===== src/rtl/hex_count_driver.sv =====
// Rate-divided 16-bit up/down hex counter feeding four 7-segment digit decoders.
// All outputs are registered (one-cycle latency); load wins over a coincident tick.
module hex_count_driver #(
  parameter int DIV_COUNT = 50000000,
  parameter int DIV_W     = 26
) (
  input  logic        clk,
  input  logic        resetn,
  input  logic        enable,
  input  logic        up_down,
  input  logic        load,
  input  logic [15:0] load_value,
  input  logic        freeze,
  output logic [3:0]  digit0,
  output logic [3:0]  digit1,
  output logic [3:0]  digit2,
  output logic [3:0]  digit3,
  output logic        tick,
  output logic        wrap
);

  localparam logic [DIV_W-1:0] DIV_RELOAD = DIV_W'(DIV_COUNT - 1);

  logic [DIV_W-1:0] div_q;
  logic [15:0]      value_q;
  logic [15:0]      digits_q;
  logic             tick_q;
  logic             wrap_q;

  logic             tick_int;
  logic [15:0]      value_step;
  logic             step_wraps;

  assign tick_int   = enable && (div_q == '0);
  assign value_step = up_down ? (value_q + 16'd1) : (value_q - 16'd1);
  assign step_wraps = up_down ? (value_q == 16'hFFFF) : (value_q == 16'h0000);

  // Divider, counter and step-event flags
  always_ff @(posedge clk or negedge resetn) begin
    if (!resetn) begin
      div_q   <= DIV_RELOAD;
      value_q <= 16'h0000;
      tick_q  <= 1'b0;
      wrap_q  <= 1'b0;
    end else if (load) begin
      // A tick landing on the load cycle is dropped entirely.
      div_q   <= DIV_RELOAD;
      value_q <= load_value;
      tick_q  <= 1'b0;
      wrap_q  <= 1'b0;
    end else begin
      if (enable) begin
        if (div_q == '0) begin
          div_q <= DIV_RELOAD;
        end else begin
          div_q <= div_q - 1'b1;
        end
      end
      if (tick_int) begin
        value_q <= value_step;
        tick_q  <= 1'b1;
        wrap_q  <= step_wraps;
      end else begin
        tick_q  <= 1'b0;
        wrap_q  <= 1'b0;
      end
    end
  end

  // Display snapshot; holds while frozen so the counter can keep running underneath
  always_ff @(posedge clk or negedge resetn) begin
    if (!resetn) begin
      digits_q <= 16'h0000;
    end else if (!freeze) begin
      digits_q <= value_q;
    end
  end

  assign digit0 = digits_q[3:0];
  assign digit1 = digits_q[7:4];
  assign digit2 = digits_q[11:8];
  assign digit3 = digits_q[15:12];
  assign tick   = tick_q;
  assign wrap   = wrap_q;

endmodule


===== config.mk =====
export PLATFORM = sky130hd
export DESIGN_NAME = hex_count_driver
export DESIGN_NICKNAME = d
export VERILOG_FILES = /design/src/rtl/hex_count_driver.sv
export SDC_FILE = /design/constraint.sdc
export NUM_CORES = 1
export LEC_CHECK = 0
export CELL_PAD_IN_SITES_DETAIL_PLACEMENT = 1
export CELL_PAD_IN_SITES_GLOBAL_PLACEMENT = 1
export CORE_MARGIN = 2
export CORE_UTILIZATION = 28
export CTS_CLUSTER_SIZE = 8
export DETAILED_ROUTE_END_ITERATION = 16
export GPL_TIMING_DRIVEN = 0
export PLACE_DENSITY = 0.6
export SYNTH_ARGS = -nofsm -noshare
export SYNTH_HDL_FRONTEND = slang
export SYNTH_SLANG_ARGS = --single-unit

===== constraint.sdc =====
create_clock -name clk -period 4.1 [get_ports clk]
set_clock_uncertainty 0.2 [all_clocks]
set_input_delay 0.82 -clock clk [delete_from_list [all_inputs] [get_ports clk]]
set_output_delay 0.82 -clock clk [all_outputs]
set_load 0.01 [all_outputs]

==> Word level (Yosys, flattened, before mapping) <==
Cells that the tools add are included.
{ "classes": {"muxes": 11, "eq_ne": 1, "n_reduce_logical": 5, "add_sub_neg": 3} }
{ "ops": {"columns": ["op", "n"], "rows": [
  ["two-way mux 26 bit", 3],
  ["two-way mux 16 bit", 3],
  ["logical NOT 26 bit", 1],
  ["subtractor 26 x 1 -> 26 bit (second input constant)", 1],
  ["adder 16 x 1 -> 16 bit (second input constant)", 1],
  ["== test 16 bit (second input constant)", 1],
  ["logical NOT 16 bit", 1],
  ["subtractor 16 x 1 -> 16 bit (second input constant)", 1],
  ["two-way mux 1 bit", 5],
  ["nonzero test 2 bit", 2],
  ["logical AND 1 bit", 1]
]} }
{ "totals": {"regBits": 60, "out_inout_bits": 18, "inputBits": 22, "word_cells": 25} }

==> Longest topological paths before layout <==
{ "logic_depth": {"ltp_word": 4, "depth_mapped": 9, "mapped_depth_nobuf": 9} }

==> Worst setup path after synthesis <==
OpenSTA, ideal clock, no wires.
{ "synth_timing": {"path_type": "input to register", "startpoint": "input port up_down", "endpoint": "register value_q[14]", "cell_stages": 9, "slack_ns": 1.165, "path_buffers": 0, "setup_time_ns": 0.124, "arrival_time_ns": 2.612, "t_required_ns": 3.776, "path_cell_list": "inv_1 -> ha_1 -> nor2b_1 -> o31ai_1 -> a21oi_1 -> a211oi_1 -> a21oi_1 -> xnor2_1 -> o21ai_1"} }
{ "synth_via": {"elab_chain_cells": 3} }
{ "synth_rtl": {"columns": ["item", "line", "source"], "rows": [
  ["from (decl)", "10", "input logic up_down,"],
  ["two-way mux 16 bit", "35", "assign value_step = up_down ? (value_q + 16'd1) : (value_q - 16'd1);"],
  ["two-way mux 16 bit", "59", "if (tick_int) begin"],
  ["two-way mux 16 bit", "45", "end else if (load) begin"],
  ["to (signal assigned)", "48", "value_q <= load_value;"],
  ["to (signal assigned)", "60", "value_q <= value_step;"],
  ["to (decl)", "25", "logic [15:0] value_q;"]
]} }
No other way between the ends. The select of a mux whose other input is x is not followed.
A chain may end at the register's enable or synchronous reset.

==> Worst setup path after layout <==
Same ends and word-level chain as after synthesis.

==> Flow_metrics.wiki <==
{| class="wikitable"
! Metric !! Value
|-
| Result of the run || completed
|-
| Max transition margin || a little under half
|-
| Clock Pin Slew Worst Setup and Hold Paths || 50 ps
|-
| Setup Fix Bufs, Post-CTS || 0
|-
| Vias per Instance || 5.077
|-
| Cell taking the most area after synthesis || dfrtp_1
|-
| Max Freq || ~270 MHz
|-
| Endpoint class of the critical path || register
|-
| Startpoint types || input pin
|-
| CP max-delay cell || clkdlybuf4s50_1
|-
| Horizontal extent of the die || 114.7 um
|-
| Static Leak || between 1.5 and 2 nW
|-
| Maximum root-to-sink buffer count || 2
|-
| WS Path Type || input pin to register
|-
| Most common cell in the synthesized netlist || nand2_1
|-
| Post-synth top flop || dfrtp_1
|-
| Average instance area after synthesis || 9.470 um^2
|-
| Fraction of post-synthesis cell area in the top cell type by area || 30.66%
|-
| Count of boundary I/O pins || 40
|-
| Count of instances resized after the clock tree is built || 0
|-
| Number of cells in the finished layout apart from fillers || 562
|-
| Diode insertion count for antenna repair || 0
|-
| Global-route total usage across every layer || between 10% and 20%
|-
| Synthesis warning total || 0
|-
| Via count of the first global-routing pass || 3025
|-
| Transition time at the pin with the least slew margin || 782.0 ps
|-
| Highest cell delay on the worst timing path || 550 ps
|-
| Critical path's most frequent cell || a21oi_1
|-
| Synth Net Count || 400
|-
| Number of endpoints failing setup at the final stage || 0
|-
| Sink count of the clock tree || 60
|-
| Total Die Area || around 0.013 mm^2
|-
| CTS HTree Levels || 3
|-
| First-pass detailed-route iteration total || 4
|-
| Total chip power || approximately 1.7 mW
|-
| Number of nets still failing antenna checks after routing || 0
|-
| Top cells by area in the synthesized netlist || dfrtp_1 (31%), dfstp_2 (14%), xnor2_1 (5.6%)
|-
| Total gr overflow || 0
|-
| Data arrival time at the worst-slack endpoint || roughly 3800 ps
|-
| Fraction of final layout cells sized beyond drive strength 1 || 13.49%
|-
| First-pass GRT wire length || 15.32 mm
|-
| Most numerous cell types in the synthesized netlist || nand2_1 (48), dfrtp_1 (42), nor2_1 (24), o21ai_0 (24)
|-
| Synthesized cell area || 0.003428 mm^2
|-
| Count of vias placed by the detailed router || between 2k and 3k
|-
| Sequential fraction of the synthesis area || 44.45%
|-
| Data required time of the critical path || just over 4000 ps
|-
| Cell-by-cell trace of the critical path || clkdlybuf4s50_1, inv_1, ha_1, nor2b_1, o31ai_1, a21oi_1, a211oi_1, a21oi_1, xnor2_1, o21ai_1
|-
| Origin of the worst min-delay path || digits_q[0]$_DFFE_PN0N_
|-
| Critical path origin || up_down
|-
| Final HPWL from detailed placement || between 6 and 7 mm
|-
| Cts-stage hold buffer count || 0
|-
| Total wire length after detailed routing || 8.972 mm
|-
| Number of enable flip-flop cells after synthesis || 0
|-
| Power density over the cells || 391.0 mW/mm^2
|-
| Number of unique standard cell types used by synthesis || 47
|-
| Cells after synthesis || approximately 360
|-
| Average routed wire per standard cell || 15.96 um
|-
| Largest voltage drop on the vdd net || ~0.23 mV
|-
| TNS Setup || 0 ps
|-
| Pin count of the biggest net entering global routing || 61
|-
| Number of design-rule violations left by the first detailed-router iteration || 98
|-
| Slew Limit Fails || 0
|-
| NumNets Final || 448
|-
| Tmin final || 3743 ps
|-
| Floorplan die height || 114.7 um
|-
| Share of the clock period used by the worst path || 91.30%
|-
| Cell chosen for the clock root || clkbuf_16
|-
| Port buffer count || 37
|-
| Synth async-reset ratio || 100.0%
|-
| Placeable core region || 0.01196 mm^2
|-
| Synthesis-stage register bit count || 60
|-
| Global placer's final weighted congestion || about 0.79
|-
| Worst-path maximum fanout || 16
|-
| Placement row count || 40
|-
| Starting density of the core || between 20% and 30%
|-
| Hold Vio Cnt, Final || 0
|-
| DRC violations left || 0
|-
| Total CTS buffers || 9
|-
| Worst hold slack across all endpoints || 284.8 ps
|-
| Path category of the worst min-delay check || register to register
|-
| Number of maximum-capacitance constraint violations || 0
|-
| Critical register-to-register path startpoint || div_q[18]$_DFFE_PN0P_
|-
| Clock latency on the worst-skew pair || around 330 ps
|-
| DP Cell Count || ~550
|-
| Clock tree from TritonCTS || built
|-
| Layout overhead on the synthesized area || 24.09%
|-
| RSZ-0062 raised after global routing || no
|-
| Number of antenna violations at the first check in global routing || 0
|-
| Core Util, Final || between 30% and 40%
|}
[sequential cells by signal, indices dropped and copies added (netlist names)]
name,count
div_q,26
tick,1
value_q,16
digits_q,16
wrap,1
[worst max-delay path, delay by kind of cell]
kind	cells	cell delay (ps)
compound gates	5	1160
buf+inv	2	1070
fa+ha+maj	1	370
simple gates	1	180
xor+xnor	1	150
[where the power goes]
group,switching [mW],total [mW],internal (mW)
clock network,0.255,0.695,0.439
logic,0.150,0.298,0.148
registers,0.0370,0.671,0.634
[per-stage QoR]
step / setup slack [ps] / area (um^2)
floorplan: 1165 / 3428
global placement: -96.43 / 3983
detailed placement: -30.57 / 3980
CTS: 308.8 / 4254
global route: 80.66 / 4254
finish: 356.9 / 4254
[layout by cell type, fill, tap and decap left out, types with 3 or more instances in the layout]
| cell type | count |
|---|---|
| ha_1 | 15 |
| nor3_1 | 16 |
| clkdlybuf4s50_1 | 36 |
| o21a_1 | 4 |
| inv_1 | 10 |
| a21o_1 | 3 |
| mux2_2 | 14 |
| xnor2_1 | 22 |
| a211oi_1 | 3 |
| mux2i_1 | 5 |
| o21ai_0 | 24 |
| xor2_1 | 7 |
| clkbuf_16 | 9 |
| or3_1 | 8 |
| dfrtp_1 | 42 |
| o21ai_1 | 7 |
| nor2_1 | 24 |
| a21oi_1 | 22 |
| nor3b_1 | 5 |
| clkbuf_1 | 11 |
| nand2b_1 | 4 |
| or2_2 | 3 |
| nor4_1 | 9 |
| nand3_1 | 5 |
| dfstp_2 | 18 |
| nand4_1 | 5 |
| nand2_1 | 48 |
| or4_1 | 3 |
[metal layers]
| metal | GRT usage, % | wire length, um |
|---|---|---|
| met1 | 18.31 | 4047 |
| met2 | 25.84 | 4560 |
| met3 | 4.870 | 259 |
| met4 | 4.634 | 104 |
| met5 | 0 | 0 |
[area by class of cell]
cell class                      instances  area (um^2)
Buffer                                 11        43.79
Clock buffer                           14        264.0
Clock inverter                          2        10.01
Fill cell                            1382         7707
Inverter                               10        37.54
Multi-Input combinational cell        281         1823
Sequential cell                        60         1524
Tap cell                              147        183.9
Timing Repair Buffer                   37        367.9
[final timing paths]
check                                                to  slack [ps]  depth (start not counted)
worst max-delay path            value_q[14]$_DFFE_PN0P_         360                         10
worst min-delay path            digits_q[0]$_DFFE_PN0N_         280                          2
worst max register to register           wrap$_DFF_PN0_         910                          6
worst min register to register  digits_q[0]$_DFFE_PN0N_         280                          2
max in group asynchronous       value_q[10]$_DFFE_PN0P_        2810                          1
min in group asynchronous        value_q[0]$_DFFE_PN0P_         380                          1
[kinds of logic (layout without fill, tap and decap cells)]
| logic type | Yosys count | count (layout) | share of synthesized area (%) |
|---|---|---|---|
| AOI/OAI and AO/OA | 75 | 75 | 12.52 |
| xor gates and xnor gates | 29 | 29 | 7.409 |
| adders and majority gates | 16 | 16 | 6.058 |
| buffers and inverters | 21 | 74 | 2.372 |
| DFF | 60 | 60 | 44.45 |
| muxes | 19 | 19 | 6.058 |
| and+or+nand+nor | 142 | 142 | 21.13 |
Power figures use the tool's default switching activity.
